[config.mk]
export PLATFORM = sky130hd
export DESIGN_NAME = freq_counter_wb_flat
export DESIGN_NICKNAME = d
export VERILOG_FILES = /design/src/rtl/freq_counter_wb_pkg.sv /design/src/rtl/freq_counter_wb_if.sv /design/src/rtl/freq_counter_wb_sync_edge.sv /design/src/rtl/freq_counter_wb.sv /design/src/flat_wrapper.sv
export SDC_FILE = /design/constraint.sdc
export NUM_CORES = 1
export LEC_CHECK = 0
export CORE_MARGIN = 2
export CORE_UTILIZATION = 47
export CTS_CLUSTER_DIAMETER = 200
export CTS_CLUSTER_SIZE = 12
export DETAILED_ROUTE_END_ITERATION = 7
export GPL_ROUTABILITY_DRIVEN = 0
export PLACE_DENSITY = 0.82
export SKIP_LAST_GASP = 1
export SYNTH_ARGS = -nofsm -noshare
export SYNTH_HDL_FRONTEND = slang
export SYNTH_SLANG_ARGS = --single-unit
[constraint.sdc]
create_clock -name clk_i -period 2.2 [get_ports clk_i]
set_input_delay 0.22 -clock clk_i [delete_from_list [all_inputs] [get_ports clk_i]]
set_output_delay 0.22 -clock clk_i [all_outputs]
set_load 0.02 [all_outputs]
[src/rtl/freq_counter_wb_pkg.sv]
// ============================================================================
// freq_counter_pkg : register map, CTRL bits and FSM states of freq_counter_wb
// Revision 1.0
// ============================================================================
`default_nettype none
`timescale 1ns/1ps

package freq_counter_pkg;

  localparam logic [31:0] C_ADDR_CTRL   = 32'h0000_0008;
  localparam logic [31:0] C_ADDR_RESULT = 32'h0000_0009;
  localparam logic [31:0] C_ADDR_STATUS = 32'h0000_000A;
  localparam logic [31:0] C_ADDR_EDGES  = 32'h0000_000B;

  localparam int C_CTRL_CLR   = 0;
  localparam int C_CTRL_START = 7;

  typedef enum logic [1:0] {
    ST_IDLE    = 2'd0,
    ST_ARM     = 2'd1,
    ST_MEASURE = 2'd2,
    ST_DONE    = 2'd3
  } state_e;

endpackage

`default_nettype wire

[src/rtl/freq_counter_wb_if.sv]
// ============================================================================
// freq_counter_wb_if : Wishbone-style slave bus bundle for freq_counter_wb
// Revision 1.0
// ============================================================================
`default_nettype none
`timescale 1ns/1ps

interface freq_counter_wb_if;
  logic [31:0] addr_i;
  logic [31:0] dat_i;
  logic [31:0] dat_o;
  logic        we_i;
  logic [3:0]  sel_i;
  logic        cyc_i;
  logic        stb_i;
  logic        lock_i;
  logic        err_o;
  logic        rty_o;
  logic        ack_o;
  logic        tagn_i;
  logic        tagn_o;

  modport slave (
    input  addr_i, dat_i, we_i, sel_i, cyc_i, stb_i, lock_i, tagn_i,
    output dat_o, err_o, rty_o, ack_o, tagn_o
  );

  modport master (
    output addr_i, dat_i, we_i, sel_i, cyc_i, stb_i, lock_i, tagn_i,
    input  dat_o, err_o, rty_o, ack_o, tagn_o
  );
endinterface

`default_nettype wire

[src/rtl/freq_counter_wb_sync_edge.sv]
// ============================================================================
// freq_sync_edge : multi-flop synchronizer followed by a rising-edge detector
// Revision 1.0
// ============================================================================
`default_nettype none
`timescale 1ns/1ps

module freq_sync_edge
  import freq_counter_pkg::*;
#(
  parameter int SYNC_STAGES = 2
) (
  input  logic clk_i,
  input  logic rst_i,
  input  logic async_i,
  output logic rise_o
);

  logic [SYNC_STAGES-1:0] sync_q;
  logic                   synced_d_q;

  always_ff @(posedge clk_i or posedge rst_i) begin
    if (rst_i) begin
      sync_q     <= '0;
      synced_d_q <= 1'b0;
    end else begin
      sync_q[0] <= async_i;
      for (int i = 1; i < SYNC_STAGES; i++) begin
        sync_q[i] <= sync_q[i-1];
      end
      synced_d_q <= sync_q[SYNC_STAGES-1];
    end
  end

  assign rise_o = sync_q[SYNC_STAGES-1] & ~synced_d_q;

endmodule

`default_nettype wire

[src/rtl/freq_counter_wb.sv]
// ============================================================================
// freq_counter_wb : reciprocal frequency counter (clk_i cycles per GATE_EDGES
//                   periods of signal_input) with a memory-mapped bus slave
// Revision 1.0
// ============================================================================
`default_nettype none
`timescale 1ns/1ps

module freq_counter_wb
  import freq_counter_pkg::*;
#(
  parameter int GATE_EDGES  = 8,
  parameter int SYNC_STAGES = 2
) (
  input  logic              clk_i,
  input  logic              rst_i,
  freq_counter_wb_if.slave  wb,
  input  logic              signal_input,
  input  logic              reference_clk_main,
  input  logic              reference_clk_interpolate
);

  localparam logic [7:0] C_GATE = 8'(GATE_EDGES);

  state_e      state_q;
  logic [31:0] ref_cnt_q;
  logic [31:0] ref_cnt_d;
  logic [7:0]  edge_cnt_q;
  logic [7:0]  edge_cnt_d;
  logic        done_q;
  logic        tagn_q;
  logic        w_rise;
  logic        w_busy;
  logic        w_mapped;
  logic        w_wr_ctrl;
  logic        w_clr;
  logic        w_start;
  logic [31:0] w_rdata;
  logic        unused_inputs;

  freq_sync_edge #(
    .SYNC_STAGES (SYNC_STAGES)
  ) u_sync_edge (
    .clk_i   (clk_i),
    .rst_i   (rst_i),
    .async_i (signal_input),
    .rise_o  (w_rise)
  );

  assign w_busy     = (state_q == ST_ARM) || (state_q == ST_MEASURE);
  assign w_mapped   = (wb.addr_i == C_ADDR_CTRL)   || (wb.addr_i == C_ADDR_RESULT) ||
                      (wb.addr_i == C_ADDR_STATUS) || (wb.addr_i == C_ADDR_EDGES);
  assign w_wr_ctrl  = wb.stb_i && wb.we_i && (wb.addr_i == C_ADDR_CTRL);
  assign w_clr      = w_wr_ctrl && wb.dat_i[C_CTRL_CLR];
  // CLR takes precedence when both bits are written together
  assign w_start    = w_wr_ctrl && wb.dat_i[C_CTRL_START] && !wb.dat_i[C_CTRL_CLR];
  assign ref_cnt_d  = (ref_cnt_q == 32'hFFFF_FFFF) ? ref_cnt_q : ref_cnt_q + 32'd1;
  assign edge_cnt_d = edge_cnt_q + 8'd1;

  always_comb begin
    w_rdata = '0;
    case (wb.addr_i)
      C_ADDR_RESULT: w_rdata = ref_cnt_q;
      C_ADDR_STATUS: w_rdata = {30'd0, w_busy, done_q};
      C_ADDR_EDGES:  w_rdata = {24'd0, edge_cnt_q};
      default:       w_rdata = '0;
    endcase
  end

  assign wb.ack_o  = wb.stb_i && w_mapped;
  assign wb.err_o  = wb.stb_i && !w_mapped;
  assign wb.rty_o  = 1'b0;
  assign wb.dat_o  = (wb.stb_i && !wb.we_i && w_mapped) ? w_rdata : 32'd0;
  assign wb.tagn_o = tagn_q;

  always_ff @(posedge clk_i or posedge rst_i) begin
    if (rst_i) begin
      state_q    <= ST_IDLE;
      ref_cnt_q  <= '0;
      edge_cnt_q <= '0;
      done_q     <= 1'b0;
      tagn_q     <= 1'b0;
    end else begin
      tagn_q <= wb.tagn_i;
      if (w_clr) begin
        state_q    <= ST_IDLE;
        ref_cnt_q  <= '0;
        edge_cnt_q <= '0;
        done_q     <= 1'b0;
      end else if (w_start && !w_busy) begin
        state_q    <= ST_ARM;
        ref_cnt_q  <= '0;
        edge_cnt_q <= '0;
        done_q     <= 1'b0;
      end else begin
        case (state_q)
          ST_ARM: begin
            if (w_rise) begin
              ref_cnt_q  <= '0;
              edge_cnt_q <= '0;
              state_q    <= ST_MEASURE;
            end
          end
          ST_MEASURE: begin
            ref_cnt_q <= ref_cnt_d;
            if (w_rise) begin
              edge_cnt_q <= edge_cnt_d;
              if (edge_cnt_d == C_GATE) begin
                done_q  <= 1'b1;
                state_q <= ST_DONE;
              end
            end
          end
          default: ;
        endcase
      end
    end
  end

  assign unused_inputs = ^{wb.sel_i, wb.cyc_i, wb.lock_i, wb.dat_i[31:8], wb.dat_i[6:1],
                           reference_clk_main, reference_clk_interpolate};

endmodule

`default_nettype wire

[src/flat_wrapper.sv]
// flat-port wrapper written by rule: the top's interface ports become plain ports
module freq_counter_wb_flat import freq_counter_pkg::*;
#(
  parameter int GATE_EDGES  = 8,
  parameter int SYNC_STAGES = 2
)
  (clk_i, rst_i, signal_input, reference_clk_main, reference_clk_interpolate, wb_addr_i, wb_dat_i, wb_we_i, wb_sel_i, wb_cyc_i, wb_stb_i, wb_lock_i, wb_tagn_i, wb_dat_o, wb_err_o, wb_rty_o, wb_ack_o, wb_tagn_o);
  freq_counter_wb_if wb_i ();
  input  logic clk_i;
  input  logic rst_i;
  input  logic signal_input;
  input  logic reference_clk_main;
  input  logic reference_clk_interpolate;
  input wire logic [$bits(wb_i.addr_i)-1:0] wb_addr_i;
  input wire logic [$bits(wb_i.dat_i)-1:0] wb_dat_i;
  input wire logic [$bits(wb_i.we_i)-1:0] wb_we_i;
  input wire logic [$bits(wb_i.sel_i)-1:0] wb_sel_i;
  input wire logic [$bits(wb_i.cyc_i)-1:0] wb_cyc_i;
  input wire logic [$bits(wb_i.stb_i)-1:0] wb_stb_i;
  input wire logic [$bits(wb_i.lock_i)-1:0] wb_lock_i;
  input wire logic [$bits(wb_i.tagn_i)-1:0] wb_tagn_i;
  output wire logic [$bits(wb_i.dat_o)-1:0] wb_dat_o;
  output wire logic [$bits(wb_i.err_o)-1:0] wb_err_o;
  output wire logic [$bits(wb_i.rty_o)-1:0] wb_rty_o;
  output wire logic [$bits(wb_i.ack_o)-1:0] wb_ack_o;
  output wire logic [$bits(wb_i.tagn_o)-1:0] wb_tagn_o;
  assign wb_i.addr_i = wb_addr_i;
  assign wb_i.dat_i = wb_dat_i;
  assign wb_i.we_i = wb_we_i;
  assign wb_i.sel_i = wb_sel_i;
  assign wb_i.cyc_i = wb_cyc_i;
  assign wb_i.stb_i = wb_stb_i;
  assign wb_i.lock_i = wb_lock_i;
  assign wb_i.tagn_i = wb_tagn_i;
  assign wb_dat_o = wb_i.dat_o;
  assign wb_err_o = wb_i.err_o;
  assign wb_rty_o = wb_i.rty_o;
  assign wb_ack_o = wb_i.ack_o;
  assign wb_tagn_o = wb_i.tagn_o;
  freq_counter_wb #(.GATE_EDGES(GATE_EDGES), .SYNC_STAGES(SYNC_STAGES)) u_core (.clk_i(clk_i), .rst_i(rst_i), .wb(wb_i), .signal_input(signal_input), .reference_clk_main(reference_clk_main), .reference_clk_interpolate(reference_clk_interpolate));
endmodule
### Yosys cells after proc, flatten, opt, wreduce, memory -nomap -nowiden

Index checks and enable logic that the tools add are counted.

* output and inout bits: 36
* input bits: 78
* word-level logic and storage cells: 72
* flip-flop bits (word level): 47

* reduce and logical (&&, ||, !) cells: 26
* add/sub/neg operators: 2
* equal/unequal tests: 12
* bitwise logic cells: 2
* mux-type cells: 23

Operators with widths (number)
* $mux W32: 5
* $eq A32 B4 Y1 const B: 4
* $pmux W32 S3: 1
* $pmux W32 S2: 1
* $add A32 B1 Y32 const B: 1
* $eq A32 B32 Y1 const B: 1
* $mux W8: 4
* $ne A4 B3 Y1 const B: 4
* $pmux W8 S2: 1
* $logic_and A1 B1 Y1: 10
* $mux W2: 5
* $reduce_and A3 Y1: 3
* $reduce_bool A3 Y1: 3
* $add A8 B1 Y8 const B: 1
* $eq A8 B4 Y1 const B: 1
* $mux W1: 5
* $logic_not A1 Y1: 4
* $logic_or A1 B1 Y1: 4
* $pmux W2 S2: 1
* $reduce_and A4 Y1: 1
* $reduce_bool A4 Y1: 1
* $eq A2 B1 Y1 const B: 1
* $eq A2 B2 Y1 const B: 1
* $and A1 B1 Y1: 1
* $not A1 Y1: 1

### Depth between registers and ports, before layout

* depth after elaboration: 7
* mapped depth: 9
* mapped depth without buffers: 7

### Hierarchy

Synthesis repeated with hierarchy kept, for this count alone.

* cell total of the unflattened synthesis: 368
* area, all modules: 3271.9 um^2

By module, submodules not included
* freq_counter_wb: instances 1, sequential area each 1101.1 um^2, area an instance 3179.3 um^2, cells an instance 363
* freq_sync_edge: instances 1, sequential area each 75.1 um^2, area an instance 92.6 um^2, cells an instance 5

### Worst setup path after synthesis

OpenSTA, ideal clock, no wires.

* path type: input to output
* start point: input port wb_addr_i[30]
* end point: output port wb_dat_o[25]
* data required time: 1980 ps
* buffers on the path: 2
* stages on the path: 7
* path slack: 29 ps
* arrival time: 1951 ps
* cell sequence: nor4b_1 and4_1 nand4b_1 or2_1 clkbuf_1 clkbuf_1 nor3_1

* word-level cells in the longest chain between the ends: 6
* elaborated cells on any way between the ends: 10
* classes of those cells: eq/ne (4); mux (2); reduce/logical (4)

RTL lines
* start: declaration: line flat_wrapper.sv:14 `input wire logic [$bits(wb_i.addr_i)-1:0] wb_addr_i;`
* $eq A32 B4 Y1 (on tied branches): line freq_counter_wb.sv:51, freq_counter_wb.sv:62
* $logic_or A1 B1 Y1 (2 in a row): line freq_counter_wb.sv:51 `assign w_mapped = (wb.addr_i == C_ADDR_CTRL) || (wb.addr_i == C_ADDR_RESULT) ||`
* $logic_or A1 B1 Y1: line freq_counter_wb.sv:52 `(wb.addr_i == C_ADDR_STATUS) || (wb.addr_i == C_ADDR_EDGES);`
* $logic_and A1 B1 Y1: line freq_counter_wb.sv:73 `assign wb.dat_o = (wb.stb_i && !wb.we_i && w_mapped) ? w_rdata : 32'd0;`
* $mux W32 *: line freq_counter_wb.sv:73
* end: declaration: line flat_wrapper.sv:22 `output wire logic [$bits(wb_i.dat_o)-1:0] wb_dat_o;`

Mark *: on every way between the ends. The rest lies on a longest branch, timed or not.

### Worst setup path after layout

* start point: input port wb_addr_i[16]
* end point: output port wb_dat_o[16]

The elaborated chain is that of the path after synthesis.

==> summary by stage <==
Drt
After the first detailed-routing iteration, the DRC count stood at 285. The mean number of vias per cell is 6.17. In the final routed layout, each cell accounts on average for 17.9 microns. The final layout contains routed wiring with a total length of roughly 11000 microns. The via count is around 3.7k.

For this run, the detailed router's first-pass iteration total came to 5. In this run the remaining antenna-violating nets after routing total 0. After detailed routing, the number of remaining DRC violations is 0.

Timing
Timing would allow up to between 400 and 500 MHz. The actual transition at the worst max-transition pin is ~0.6 ns. The worst pin sits at a relative slew slack of between 50% and 60%. Setup violations remaining at the end of the flow were counted as 0. The smallest clock period supported by the final layout is computed as ~2.2 ns. The worst-case clock skew is 0.00360 ns. Setup repair after global routing could not meet its margin everywhere. The ratio of final minimum period to clock period is between 90 and 100%. The final count of hold timing violations came to 0. The final max-slew violation count is 0.

Clock tree
The CTS tree is built. The maximum clock insertion buffer count is 2. The deepest level of the CTS H-tree is 2. CTS saw 47 sinks. The later pin in the worst-skew pair is clocked with a latency of approximately 0.30 ns. The root cell of the clock tree is sky130_fd_sc_hd__clkbuf_8. The clock-pin slew on the worst setup and hold paths is about 0.09 ns.

The total clock buffers created by CTS is 5.

Worst setup path
The delay contributed by the slowest stage of the critical path is 0.34 ns. The number of buffers and inverters on the critical path is 3. The capturing point of the worst reg2reg path is u_core.ref_cnt_q[23]. The worst endpoint required time is 1.98 ns. The logic depth of the worst setup path including buffers is 8. The minimum setup slack among reg-to-reg paths is between 0.1 and 0.15 ns.

The worst setup path is captured at a primary output. Data on the critical path arrives at its endpoint at 1.94 ns. The top cell family by delay on the critical path is simple AND/OR/NAND/NOR gates. Traced cell by cell, the critical path runs through dlygate4sd2_1 > nor4_2 > and4_4 > nand4b_1 > or2_4 > clkbuf_16 > nor3_4 > buf_6. In this run the worst path has a maximum fanout of 6.

The slowest stage cell on the critical path is sky130_fd_sc_hd__or2_4. The worst register-to-register path begins at u_core.ref_cnt_q[11]. Counting cells, the worst reg-to-reg path comes to 5. The kind of start point of the critical path is an input pin. The critical path is of the in2out type.

Cells and area
The diode insertion count for antenna repair is 0. The growth of design area from synthesis to finish is 35.5%. The filler cells instantiated in the layout total approximately 600. The total area of multi-input combinational cells is between 0.002 and 0.0025 sq mm.

The post-layout instance area is roughly 0.0047 sq mm. The area taken by flip-flops and latches is 0.00118 sq mm. Cells with a size suffix above 1 make up a little over a quarter of the layout. After the last flow step, the layout net total stands at 580.

Yosys
Synthesis produced about 410 cells. The synthesized flop and latch total is 47. The async set-or-reset flop fraction in the synthesized netlist is 100%. A synthesized cell averages 8.31 sq um. The most used flip-flop cell after synthesis is sky130_fd_sc_hd__dfrtp_1. The cell area that synthesis handed to floorplanning was between 0.003 and 0.004 sq mm. In this run, synthesis inferred 0 flip-flops with an integrated enable. After synthesis, the netlist uses between 50 and 60 different library cells.

The proportion of synthesized chip area in sequential cells is roughly 34%. The post-synthesis net count is 495. Yosys printed 0 warnings.

Floorplanning
The total die area is between 0.008 and 0.009 sq mm. around 110 I/O pins were placed. The core region is 0.00718 sq mm. The initial utilization of the core area, before any placement, comes to between 40% and 50%. The floorplan die height is 89.5 microns. The floorplan has 31 rows.

The floorplan die width is ~89 microns.

Power and ir drop
For this design the static power due to leakage is 0.00213 uW. The largest vdd supply drop is around 0.00024 V. Dividing total power by cell area gives a power density of roughly 330 mW/mm^2. Summing internal, switching and leakage power gives around 1500 uW.

Global route
The global routing usage summed across all routing layers is between 20 and 30%. The number of global-route vias before repair is approximately 3.5k. The first global-routing pass estimated between 15000 and 20000 microns of wire. For this run the aggregate overflow at the end of global routing stands at 0. The initial antenna violation count is 0.

The largest net degree at the start of global routing is 48.

Place
The cell area reported after detailed placement is between 0.004 and 0.005 sq mm. The HPWL after detailed placement is around 7200 microns. The count of buffers added on input and output ports is 74.

Job
The max capacitance violation total is 0.

Min path
The path type of the worst min-delay path is in2async.

Run status
The run finished with clean final reports.
## layout make-up
cell class | instances | area share [%]
multi-input cells | 306 | 47.3
flip-flops and latches | 47 | 25.3
repair buffers | 108 | 20.5
well taps | 99 | 2.66
inverters | 30 | 2.42
clock buffers | 7 | 1.64
clock inverters | 1 | 0.108
## stage by stage
step	TNS (ns)	hold WS [ns]	cells	worst slack [ns]	utilization [%]
CTS	-0.250	0.277	597	-0.0700	61.9
floorplan	0	0.251	413	0.0289	-
global placement	-16.52	0.349	585	-0.579	61.6
detailed placement	-17.95	0.357	585	-0.652	61.6
finish	0	0.254	598	0.0438	64.8
global route	-0.0742	0.288	598	-0.0509	64.8
## cells in the final DEF (no fill, tap or decap), types with 8 or more instances in the layout
master                             n
sky130_fd_sc_hd__nor2_1           39
sky130_fd_sc_hd__nand2_1          27
sky130_fd_sc_hd__nor3_2           16
sky130_fd_sc_hd__a31o_1           12
sky130_fd_sc_hd__nor3_1           16
sky130_fd_sc_hd__o31ai_1           9
sky130_fd_sc_hd__buf_2             8
sky130_fd_sc_hd__clkdlybuf4s50_1  11
sky130_fd_sc_hd__nand3_1          18
sky130_fd_sc_hd__clkbuf_2         14
sky130_fd_sc_hd__a21o_1            8
sky130_fd_sc_hd__inv_1            29
sky130_fd_sc_hd__mux2i_1           8
sky130_fd_sc_hd__a21oi_1          12
sky130_fd_sc_hd__buf_4            43
sky130_fd_sc_hd__dfrtp_1          45
sky130_fd_sc_hd__o21ai_0          14
sky130_fd_sc_hd__a311oi_1         21
## kinds of logic after synthesis
group	Yosys count	synth area share (%)
simple gates	180	29.0
other cells	1	0.109
flops	47	34.3
fa+ha+maj	4	1.46
mux	10	2.99
compound gates	111	24.8
buf+inv	60	7.43
## sequential cells by signal, summed over array words and instances (netlist names)
name / count
u_core.u_sync_edge.sync_q: 2
u_core.u_sync_edge.synced_d_q: 1
u_core.wb.tagn_o: 1
u_core.state_q: 2
u_core.ref_cnt_q: 32
u_core.done_q: 1
u_core.edge_cnt_q: 8
## layer usage
layer	share of wire [%]	wire (microns)	up-vias	global-route usage (%)
met2	51	5440	166	47.0
met4	1.5	163	0	8.68
li1	-	-	1722	-
met1	42	4500	1780	35.8
met3	5.6	604	21	3.42
met5	0	0	-	0
## power breakdown
| group | switching (uW) | total (uW) | leakage (uW) | internal [uW] |
|---|---|---|---|---|
| logic | 70.8 | 138 | 0.00162 | 67.6 |
| clock network | 300 | 524 | 0.0000422 | 224 |
| registers | 1.71 | 868 | 0.000472 | 867 |
| total | 373 | 1530 | 0.00213 | 1160 |
## worst max path at each step
stage                         to           from  slack [ns]
floorplan           wb_dat_o[25]  wb_addr_i[30]        0.03
finish              wb_dat_o[16]  wb_addr_i[16]        0.04
detailed placement  wb_dat_o[22]  wb_addr_i[13]       -0.65
CTS                 wb_dat_o[22]  wb_addr_i[22]       -0.07
global route        wb_dat_o[16]  wb_addr_i[16]       -0.05
global placement     wb_dat_o[9]  wb_addr_i[17]       -0.58
## timing repair
item                                    CTS  global route
hold buffers                              0             0
resized for setup                       185            90
pin swaps                                12            15
setup buffers                             3             0
cloned                                    1             1
endpoints found under the setup margin   33            36
## worst reg2reg max path: stages, from the launching register on
cell,delay (ns)
sky130_fd_sc_hd__dfrtp_1,0.46
sky130_fd_sc_hd__nand4_4,0.20
sky130_fd_sc_hd__or4_4,0.69
sky130_fd_sc_hd__o31ai_1,0.30
sky130_fd_sc_hd__a311oi_1,0.13
sky130_fd_sc_hd__a31o_1,0.21
## synthesized netlist by cell type, drive strengths merged (5+ instances only)
cell type  count  area share, %
mux2i          8            2.3
and4           5            1.3
nand2         27            3.0
a21o           8            1.7
inv           30            3.3
nor2          39            4.3
nor3          39            6.2
and3           6            1.1
and2           6            1.1
a32o           5            1.5
clkbuf        17            1.9
a21oi         12            1.7
dfrtp         47             34
a31o          12            3.1
nor4          10            2.3
o21ai         16            2.3
nand4         10            2.8
buf           13            2.3
a311oi        21            5.4
nand3         20            3.2
o31ai         12            2.9
No activity file was read; power rests on OpenSTA's default activity.
